$ cat config.mk
export PLATFORM = sky130hd
export DESIGN_NAME = gpio_port_flat
export DESIGN_NICKNAME = d
export VERILOG_FILES = /design/src/rtl/gpio_port_pkg.sv /design/src/rtl/gpio_port_if.sv /design/src/rtl/gpio_port_sync.sv /design/src/rtl/gpio_port.sv /design/src/flat_wrapper.sv
export SDC_FILE = /design/constraint.sdc
export NUM_CORES = 1
export LEC_CHECK = 0
export ABC_AREA = 1
export CORE_ASPECT_RATIO = 0.75
export CORE_UTILIZATION = 43
export CTS_BUF_LIST = sky130_fd_sc_hd__clkbuf_4 sky130_fd_sc_hd__clkbuf_8
export CTS_CLUSTER_DIAMETER = 150
export DETAILED_ROUTE_END_ITERATION = 7
export PLACE_DENSITY = 0.91
export SLEW_MARGIN = 0
export SYNTH_ARGS = -nofsm -noshare
export SYNTH_HDL_FRONTEND = slang
export SYNTH_SLANG_ARGS = --single-unit
$ cat constraint.sdc
create_clock -name clk -period 4.2 [get_ports clk]
set_clock_uncertainty 0.15 [all_clocks]
set_input_delay 0.84 -clock clk [delete_from_list [all_inputs] [get_ports clk]]
set_output_delay 0.84 -clock clk [all_outputs]
set_load 0.02 [all_outputs]
$ cat src/rtl/gpio_port_pkg.sv
// Shared constants for the GPIO window: address range, register offsets, register select.
// The GPIO_MIN/GPIO_MAX window is also used by the data-side address decoder.
package gpio_port_pkg;

  localparam int GPIO_MIN  = 128;
  localparam int GPIO_MAX  = 130;
  localparam int GPIO_NREG = GPIO_MAX - GPIO_MIN + 1;

  localparam int OFF_OUT  = 0;
  localparam int OFF_DIR  = 1;
  localparam int OFF_STAT = 2;

  typedef enum logic [1:0] {
    SEL_OUT  = 2'(OFF_OUT),
    SEL_DIR  = 2'(OFF_DIR),
    SEL_STAT = 2'(OFF_STAT),
    SEL_NONE = 2'd3
  } reg_sel_e;

  // Offsets past the last register fall back to SEL_NONE.
  function automatic reg_sel_e off_to_sel(input logic hit, input logic [1:0] off);
    if (!hit) return SEL_NONE;
    return reg_sel_e'(off);
  endfunction

endpackage

$ cat src/rtl/gpio_port_if.sv
// Data-bus slot used by the GPIO responder: decoder-gated write strike, address,
// write data and combinational read data back to the CPU read-back mux.
interface gpio_port_if #(parameter int WIDTH = 32);
  logic             we;
  logic [WIDTH-1:0] addr;
  logic [WIDTH-1:0] wdata;
  logic [WIDTH-1:0] rdata;

  modport master (output we, output addr, output wdata, input rdata);
  modport slave  (input we, input addr, input wdata, output rdata);
endinterface

$ cat src/rtl/gpio_port_sync.sv
// Per-pin 2-flop input synchroniser; with GPIO_IRQ_EN a third flop provides
// a one-cycle rising-edge pulse on the synchronised value.
module gpio_sync #(
  parameter int W = 8
) (
  input  logic         clk,
  input  logic         rst_n,
  input  logic [W-1:0] i_pins,
`ifdef GPIO_IRQ_EN
  output logic [W-1:0] o_rise,
`endif
  output logic [W-1:0] o_sync
);

  logic [W-1:0] r_s1;
  logic [W-1:0] r_s2;

  always_ff @(posedge clk or negedge rst_n) begin
    if (!rst_n) begin
      r_s1 <= '0;
      r_s2 <= '0;
    end else begin
      r_s1 <= i_pins;
      r_s2 <= r_s1;
    end
  end

  assign o_sync = r_s2;

`ifdef GPIO_IRQ_EN
  logic [W-1:0] r_s3;

  always_ff @(posedge clk or negedge rst_n) begin
    if (!rst_n) r_s3 <= '0;
    else        r_s3 <= r_s2;
  end

  assign o_rise = r_s2 & ~r_s3;
`endif

endmodule

$ cat src/rtl/gpio_port.sv
// Memory-mapped GPIO responder: OUT/DIR registers, synchronised inputs, read mux.
// Define GPIO_IRQ_EN to add rising-edge flags with write-1-to-clear and a level irq.
module gpio_port
  import gpio_port_pkg::*;
#(
  parameter int WIDTH  = 32,
  parameter int GPIO_W = 8,
  parameter int BASE   = GPIO_MIN
) (
  input  logic              clk,
  input  logic              rst_n,
  gpio_port_if.slave        bus,
  input  logic [GPIO_W-1:0] gpio_in,
  output logic [GPIO_W-1:0] gpio_out,
  output logic [GPIO_W-1:0] gpio_oe,
  output logic              irq
);

  logic [GPIO_W-1:0] r_out;
  logic [GPIO_W-1:0] r_dir;
  logic [GPIO_W-1:0] w_in;
  logic [WIDTH-1:0]  w_off;
  logic              w_hit;
  reg_sel_e          w_sel;
  logic              w_unused;

  // Addresses below BASE wrap to a large offset, so one compare covers both sides.
  assign w_off    = bus.addr - WIDTH'(BASE);
  assign w_hit    = (w_off < WIDTH'(GPIO_NREG));
  assign w_sel    = off_to_sel(w_hit, w_off[1:0]);
  assign w_unused = ^bus.wdata;

  always_ff @(posedge clk or negedge rst_n) begin
    if (!rst_n) begin
      r_out <= '0;
      r_dir <= '0;
    end else if (bus.we) begin
      case (w_sel)
        SEL_OUT: r_out <= bus.wdata[GPIO_W-1:0];
        SEL_DIR: r_dir <= bus.wdata[GPIO_W-1:0];
        default: ;
      endcase
    end
  end

  assign gpio_out = r_out;
  assign gpio_oe  = r_dir;

`ifdef GPIO_IRQ_EN
  logic [GPIO_W-1:0] w_rise;
  logic [GPIO_W-1:0] w_clr;
  logic [GPIO_W-1:0] r_flag;

  gpio_sync #(.W(GPIO_W)) u_sync (
    .clk    (clk),
    .rst_n  (rst_n),
    .i_pins (gpio_in),
    .o_rise (w_rise),
    .o_sync (w_in)
  );

  assign w_clr = (bus.we && w_sel == SEL_STAT) ? bus.wdata[2*GPIO_W-1:GPIO_W] : '0;

  // A new edge in the same cycle as a clear keeps the flag set.
  always_ff @(posedge clk or negedge rst_n) begin
    if (!rst_n) r_flag <= '0;
    else        r_flag <= (r_flag & ~w_clr) | (w_rise & ~r_dir);
  end

  assign irq = |r_flag;
`else
  gpio_sync #(.W(GPIO_W)) u_sync (
    .clk    (clk),
    .rst_n  (rst_n),
    .i_pins (gpio_in),
    .o_sync (w_in)
  );

  assign irq = 1'b0;
`endif

  always_comb begin
    bus.rdata = '0;
    case (w_sel)
      SEL_OUT:  bus.rdata[GPIO_W-1:0] = r_out;
      SEL_DIR:  bus.rdata[GPIO_W-1:0] = r_dir;
      SEL_STAT: begin
        bus.rdata[GPIO_W-1:0] = w_in;
`ifdef GPIO_IRQ_EN
        bus.rdata[2*GPIO_W-1:GPIO_W] = r_flag;
`endif
      end
      default: ;
    endcase
  end

endmodule

$ cat src/flat_wrapper.sv
// flat-port wrapper written by rule: the top's interface ports become plain ports
module gpio_port_flat import gpio_port_pkg::*;
#(
  parameter int WIDTH  = 32,
  parameter int GPIO_W = 8,
  parameter int BASE   = GPIO_MIN
)
  (clk, rst_n, gpio_in, gpio_out, gpio_oe, irq, bus_we, bus_addr, bus_wdata, bus_rdata);
  gpio_port_if #(.WIDTH(WIDTH)) bus_i ();
  input  logic clk;
  input  logic rst_n;
  input  logic [GPIO_W-1:0] gpio_in;
  output logic [GPIO_W-1:0] gpio_out;
  output logic [GPIO_W-1:0] gpio_oe;
  output logic irq;
  input wire logic [$bits(bus_i.we)-1:0] bus_we;
  input wire logic [$bits(bus_i.addr)-1:0] bus_addr;
  input wire logic [$bits(bus_i.wdata)-1:0] bus_wdata;
  output wire logic [$bits(bus_i.rdata)-1:0] bus_rdata;
  assign bus_i.we = bus_we;
  assign bus_i.addr = bus_addr;
  assign bus_i.wdata = bus_wdata;
  assign bus_rdata = bus_i.rdata;
  gpio_port #(.WIDTH(WIDTH), .GPIO_W(GPIO_W), .BASE(BASE)) u_core (.clk(clk), .rst_n(rst_n), .bus(bus_i), .gpio_in(gpio_in), .gpio_out(gpio_out), .gpio_oe(gpio_oe), .irq(irq));
endmodule
==> results of run 1 <==
-- worst min path at each step --
| stage | to | slack [ns] | cells past startpoint |
|---|---|---|---|
| 2_1_floorplan | u_core.u_sync.o_sync[0]$_DFF_PN0_ | 0.18 | 0 |
| 3_3_place_gp | u_core.u_sync.o_sync[4]$_DFF_PN0_ | 0.19 | 0 |
| 3_5_place_dp | u_core.u_sync.o_sync[4]$_DFF_PN0_ | 0.19 | 0 |
| 4_1_cts | u_core.u_sync.o_sync[4]$_DFF_PN0_ | 0.20 | 0 |
| 5_1_grt | u_core.u_sync.o_sync[6]$_DFF_PN0_ | 0.20 | 0 |
| 6_report | u_core.u_sync.o_sync[4]$_DFF_PN0_ | 0.19 | 0 |
-- registers in the layout, summed over array words and instances (netlist names) --
signal	count
u_core.gpio_oe	8
u_core.u_sync.r_s1	8
u_core.gpio_out	8
u_core.u_sync.o_sync	8
-- power by group through the flow --
stage	clock (uW)	combinational [uW]	sequential [uW]
finish	243	151	318
global route	259	164	319
CTS	245	148	318
detailed placement	0	146	324
global placement	0	142	324
floorplan	0	75.3	323
-- worst register-to-register path: stages, from the launching register on --
cell and delay [ns]:
dfrtp_1 0.40, nand2_1 0.09, nand2_1 0.08
-- area by class of cell --
cell class | count | share of cell area [%]
Clock buffer | 6 | 2.51
Clock inverter | 2 | 0.304
Inverter | 21 | 2.40
Multi-Input combinational cell | 237 | 37.4
Sequential cell | 32 | 24.3
Tap cell | 60 | 2.28
Timing Repair Buffer | 112 | 30.7
-- cells in the final DEF (no fill, tap or decap), drive strengths merged --
master | Yosys | routed
nand2 | 82 | 82
clkdlybuf4s50 | 0 | 64
buf | 31 | 46
nor2 | 44 | 46
nand3 | 41 | 41
dfrtp | 32 | 32
nand4 | 27 | 27
conb | 1 | 25
inv | 19 | 19
clkbuf | 3 | 6
clkinv | 2 | 4
o21ai | 4 | 4
a21oi | 3 | 3
nand3b | 2 | 2
o21bai | 2 | 2
dlymetal6s2s | 0 | 2
and2 | 2 | 2
xor2 | 1 | 1
nor3b | 1 | 1
ha | 1 | 1
-- synth_stat cells (all sizes together) --
master | count | area share [%]
nor2 | 44 | 11
o21bai | 2 | 0.68
inv | 19 | 3.3
nand2 | 82 | 14
nor3b | 1 | 0.34
xor2 | 1 | 0.40
buf | 31 | 11
nand4 | 27 | 7.7
o21ai | 4 | 1.1
nand3 | 41 | 11
conb | 1 | 0.17
a21oi | 3 | 0.68
clkbuf | 3 | 0.51
nand3b | 2 | 0.68
dfrtp | 32 | 37
clkinv | 2 | 0.34
and2 | 2 | 0.68
ha | 1 | 0.57
-- stage by stage --
stage | hold slack, ns | std cells | setup slack (ns)
6_report | 0.193 | 470 | 0.102
2_1_floorplan | 0.181 | 322 | 0.721
3_3_place_gp | 0.186 | 454 | -0.406
4_1_cts | 0.196 | 467 | 0.00105
3_5_place_dp | 0.188 | 454 | -0.471
5_1_grt | 0.204 | 470 | -0.00959
-- routing by layer --
layer | vias to the layer above | track usage [%] | wire length, um
li1 | 1152 | - | -
met1 | 1147 | 31.0 | 2650
met2 | 136 | 42.6 | 3220
met3 | 16 | 4.52 | 502
met4 | 0 | 11.7 | 159
met5 | - | 0 | 0
-- logic make-up (layout without fill, tap and decap cells) --
| group | count (synthesis) | count (layout) | share of synthesized area (%) |
|---|---|---|---|
| simple gates | 199 | 201 | 45.0 |
| buf+inv | 55 | 141 | 14.9 |
| flops | 32 | 32 | 36.5 |
| compound gates | 9 | 9 | 2.45 |
| fa+ha+maj | 1 | 1 | 0.570 |
| other cells | 1 | 25 | 0.171 |
| xor+xnor | 1 | 1 | 0.399 |
-- repair_timing --
item	4_1_cts	5_1_grt
buffers inserted	3	3
resized for setup	28	29
cloned	2	0
pin swaps	3	7
endpoints found under the setup margin	8	8
==> metrics.txt, run 1 <==
status complete, but fails checks; violated checks design-rule violations; HPWL Detailed 4700 um; Die ar. 0.00539 sq mm; biggest cell delay along the critical path 0.49 ns; WP data arrival 3.11 ns; clock power share 34.0%; IO buf count 74; DR WL/cell 13.9 um; FP Rows 22; fmax 244 MHz; layout cell share with drive strength beyond 1 22.0%; die width 84.5 um; core area 0.00490 sq mm; CTS tree done; family with the most delay on the worst path simple AND/OR/NAND/NOR gates; Slowest-stage cell, CP clkdlybuf4s50_1; final core occ 67.1%; Pleak 0.00161 uW; Setup CP Type input pin to output pin; # diodes 0; num ports 124; worst hold start u_core.u_sync.r_s1[4]$_DFF_PN0_; final design area excluding fillers 0.00329 sq mm; area of the multi-input gates 0.00123 sq mm; Startpoint Class input pin; max-slew violation count 0; CP startpoint bus_addr[9]; Clock Tree Buf Depth 2; NetSw 196 uW; reg2reg setup slack 3.36 ns; r2r endpoint u_core.gpio_out[3]$_DFFE_PN0P_; Synth warnings 0; Tot GR Track Use 25.0%; CP Data Required Time 3.21 ns; first-pass GRT wire length 10,600 um; Worst R2R Start u_core.gpio_out[3]$_DFFE_PN0P_; DR DRC count 16; Seq/Total Area, Yosys 36.5%; DP Area 0.00309 sq mm; Hold WC Path Type register to register; Tcrit/Tclk final 97.6%; CTS sink cnt 32; starting density of the core 44.8%; Routed WL 6540 um; Sw Share 27.5%; routability cong. 0.886; crit path to bus_rdata[5]; hold_buf cts 0; Synth Instances 298; Final Total Pwr 712 uW; Max H-tree Level 2; Hold Fails Final Rpt 0; Clock Latency Late Sink 0.29 ns; Iter 0 DRT Violations 142; slew at the pin with the worst max-slew slack 0.699 ns; Stages on worst setup path 13; Root Driver clkbuf_8; synthesized cell area 0.00219 sq mm; Num CTS Buffers 5; Fillers 356; Comb power frac 21.3%; Die Y 63.9 um; CP Cell Sequence clkdlybuf4s50_1, nor2_2, nand2_2, nor2_2, nand2_1, o21ai_1, nand3_2, nor2_8, nand3_4, nor2_4, nand3_1, nand3_1, buf_6; DR vias 2,451; FF-to-FF path depth 2; drt pass-1 iters 6; Clock transition at path regs 0.07 ns; Worst Path Buf+Inv 2; largest net degree at the start of global routing 33; Max VDD drop 0.257 mV; vias per cell 5.21; final setup TNS 0 ns; Power Internal 516 uW; Layout area overhead 50.0%; endpoints failing setup 0; Power Dens Cells 217 mW/mm^2; vias in the first global route 2,351; register area 801 sq um; Slew headroom 53.2%; antenna violations before repair 0; peak fanout along the critical path 6; antenna viol nets, final 0; Final #Nets 485; Netlist cell types 29; Seq pwr share 44.7%; grt ovf 0; Avg Cell Area, Syn 7.36 sq um; max-cap violations 0; Synth Register Bits 32; minimum clock period 4.10 ns; CP Capture Type output pin
Power figures use the tool's default switching activity.
==> run 2, diff against run 1 <==
--- a/config.mk
+++ b/config.mk
@@ -7,11 +7,11 @@
 export LEC_CHECK = 0
 export ABC_AREA = 1
 export CORE_ASPECT_RATIO = 0.75
-export CORE_UTILIZATION = 43
+export CORE_UTILIZATION = 36
 export CTS_BUF_LIST = sky130_fd_sc_hd__clkbuf_4 sky130_fd_sc_hd__clkbuf_8
 export CTS_CLUSTER_DIAMETER = 150
 export DETAILED_ROUTE_END_ITERATION = 7
-export PLACE_DENSITY = 0.91
+export PLACE_DENSITY = 0.81
 export SLEW_MARGIN = 0
 export SYNTH_ARGS = -nofsm -noshare
 export SYNTH_HDL_FRONTEND = slang
==> constraint.sdc (replaced) <==
create_clock -name clk -period 3.49 [get_ports clk]
set_clock_uncertainty 0.15 [all_clocks]
set_input_delay 0.698 -clock clk [delete_from_list [all_inputs] [get_ports clk]]
set_output_delay 0.698 -clock clk [all_outputs]
set_load 0.02 [all_outputs]
==> run 2 against run 1 <==
Net effect:
- clock power grew 22%
- register-to-register slack lost 0.72 ns
- global-route usage shrank 3.3 points
- worst hold slack gained 0.0041 ns
- highest routed layer unchanged
- total power grew 24%
- critical path depth grew 2
- sequential share of layout area shrank 2.7 points
- critical path type unchanged
- sequential power grew 21%
- die area grew 19%
- sequential cell count is the same
- wire length grew 9.9%
- design area grew 12%
- the run now ends clean
==> metrics.txt, run 2 (synthesized netlist as in run 1, its figures left out) <==
largest net degree at the start of global routing 33 (unchanged); commonest non-fill, non-tap cell in the layout nand2_1 (unchanged); num ports 124 (unchanged); CTS tree done (unchanged); DR WL/cell 14.4 um (was 13.9 um); Worst R2R Start u_core.gpio_oe[0]$_DFFE_PN0P_ (was u_core.gpio_out[3]$_DFFE_PN0P_); drt pass-1 iters 4 (was 6); max-slew violation count 0 (unchanged); Layout area overhead 68.4% (was 50.0%); Hold Path Depth 0 (unchanged); Fillers 483 (was 356); IO buf count 74 (unchanged); reg2reg setup slack 2.64 ns (was 3.36 ns); commonest non-fill, non-tap cells in the layout nand2_1, buf_4, clkdlybuf4s50_1 (was nand2_1, clkdlybuf4s50_1, buf_4); Tot GR Track Use 21.7% (was 25.0%); grt ovf 0 (unchanged); Max VDD drop 0.384 mV (was 0.257 mV); vias in the first global route 2,461 (was 2,351); FF-to-FF path depth 2 (unchanged); Placed Instances 477 (was 454); Slew headroom 57.5% (was 53.2%); slew at the pin with the worst max-slew slack 0.636 ns (was 0.699 ns); WHS Endpoint u_core.u_sync.o_sync[2]$_DFF_PN0_ (was u_core.u_sync.o_sync[4]$_DFF_PN0_); minimum clock period 3.43 ns; CP Data Required Time 2.64 ns (was 3.21 ns); Final #Nets 498 (was 485); Pleak 0.00175 uW (was 0.00161 uW); max-cap violations 0 (unchanged); Power Dens Cells 239 mW/mm^2 (was 217 mW/mm^2); layout cell share with drive strength beyond 1 41.5% (was 22.0%); Tcrit/Tclk final 98.4%; starting density of the core 37.5% (was 44.8%); routability cong. 0.854 (was 0.886); CTS sink cnt 32 (unchanged); core area 0.00586 sq mm (was 0.00490 sq mm); DR vias 2,489 (was 2,451); antenna viol nets, final 0 (unchanged); vias per cell 4.98 (was 5.21); fmax 291 MHz; Startpoint Class input pin (unchanged); Clock Tree Buf Depth 2 (unchanged); CP Capture Type output pin (unchanged); Hold Fails Final Rpt 0 (unchanged); Clock Latency Late Sink 0.28 ns (was 0.29 ns); Die Y 69.6 um (was 63.9 um); Setup CP Type input pin to output pin (unchanged); Routed WL 7180 um (was 6540 um); first-pass GRT wire length 11,000 um (was 10,600 um); Clock transition at path regs 0.06 ns (was 0.07 ns); # diodes 0 (unchanged); Num CTS Buffers 5 (unchanged); die width 92.1 um (was 84.5 um); register area 801 sq um (unchanged); worst hold start u_core.u_sync.r_s1[2]$_DFF_PN0_ (was u_core.u_sync.r_s1[4]$_DFF_PN0_); FP Rows 24 (was 22); status complete, no violations (was complete, but fails checks); DR DRC count 0 (was 16); peak fanout along the critical path 7 (was 6); Max H-tree Level 2 (unchanged); HPWL Detailed 4570 um (was 4700 um); DP Area 0.00318 sq mm (was 0.00309 sq mm); Iter 0 DRT Violations 90 (was 142); Hold WC Path Type register to register (unchanged); area of the multi-input gates 0.00150 sq mm (was 0.00123 sq mm); Root Driver clkbuf_8 (unchanged); Final Instance Count excl. Fillers 500 (was 470); WP data arrival 2.59 ns (was 3.11 ns); final design area excluding fillers 0.00369 sq mm (was 0.00329 sq mm); r2r endpoint u_core.gpio_oe[0]$_DFFE_PN0P_ (was u_core.gpio_out[3]$_DFFE_PN0P_); Die ar. 0.00641 sq mm (was 0.00539 sq mm); antenna violations before repair 0 (unchanged); endpoints failing setup 0 (unchanged)
==> run 2: worst max-delay path, cell delays in order <==
cell and delay [ns]:
buf_4 0.14, nor2_4 0.14, nand2_4 0.08, nor2_4 0.23, buf_4 0.16, nand3_2 0.07, nand2_2 0.10, nand3_4 0.09
nor2_4 0.16, nand3_4 0.11, nor2_8 0.15, buf_6 0.15, nand3_2 0.07, nand3_2 0.12, buf_6 0.13
==> run 2: worst max-delay path by stage <==
stage,from,end,slack (ns),cells after the start
after floorplan,bus_addr[7],bus_rdata[1],0.30,14
after global placement,bus_addr[8],bus_rdata[2],-0.73,17
after detailed placement,bus_addr[8],bus_rdata[4],-0.81,17
after CTS,bus_addr[16],bus_rdata[4],0.002,17
after global routing,bus_addr[8],bus_rdata[6],-0.06,16
final,bus_addr[9],bus_rdata[4],0.06,15
==> run 2: what timing repair did <==
| action | CTS | global route |
|---|---|---|
| cloned | 2 | 0 |
| pin swaps | 19 | 45 |
| buffers inserted | 9 | 10 |
| resized for setup | 123 | 85 |
| hold buffers | 0 | 0 |
| endpoints found under the setup margin | 8 | 8 |
==> run 2: layer usage <==
layer | wire, um | global-route usage, % | vias to the layer above
met5 | 0 | 0 | -
met4 | 247 | 8.33 | 0
met3 | 419 | 4.17 | 24
met2 | 3690 | 38.0 | 122
met1 | 2830 | 26.2 | 1159
li1 | - | - | 1184
==> run 2: report_power, final <==
group	internal, uW	switching [uW]	leakage [uW]	total [uW]
Clock	175	121	0.0000503	296
Combinational	88.3	115	0.00129	203
Sequential	381	3.09	0.000410	384
==> run 2: final cells by class <==
type	count	share of cell area, %
Multi-Input combinational cell	235	40.5
Tap cell	78	2.64
Clock buffer	7	2.61
Sequential cell	32	21.7
Inverter	21	2.13
Timing Repair Buffer	127	30.4
==> run 2: stage by stage <==
step           setup TNS, ns  util (%)  setup WS (ns)  hold WS (ns)  total power (uW)
2_1_floorplan              0         -          0.295         0.181               480
3_3_place_gp           -5.74      54.3         -0.734         0.184               566
3_5_place_dp           -6.24      54.3         -0.810         0.186               569
4_1_cts                    0      60.4        0.00238         0.199               872
5_1_grt               -0.259      63.1        -0.0639         0.202               923
6_report                   0      63.1         0.0557         0.197               883
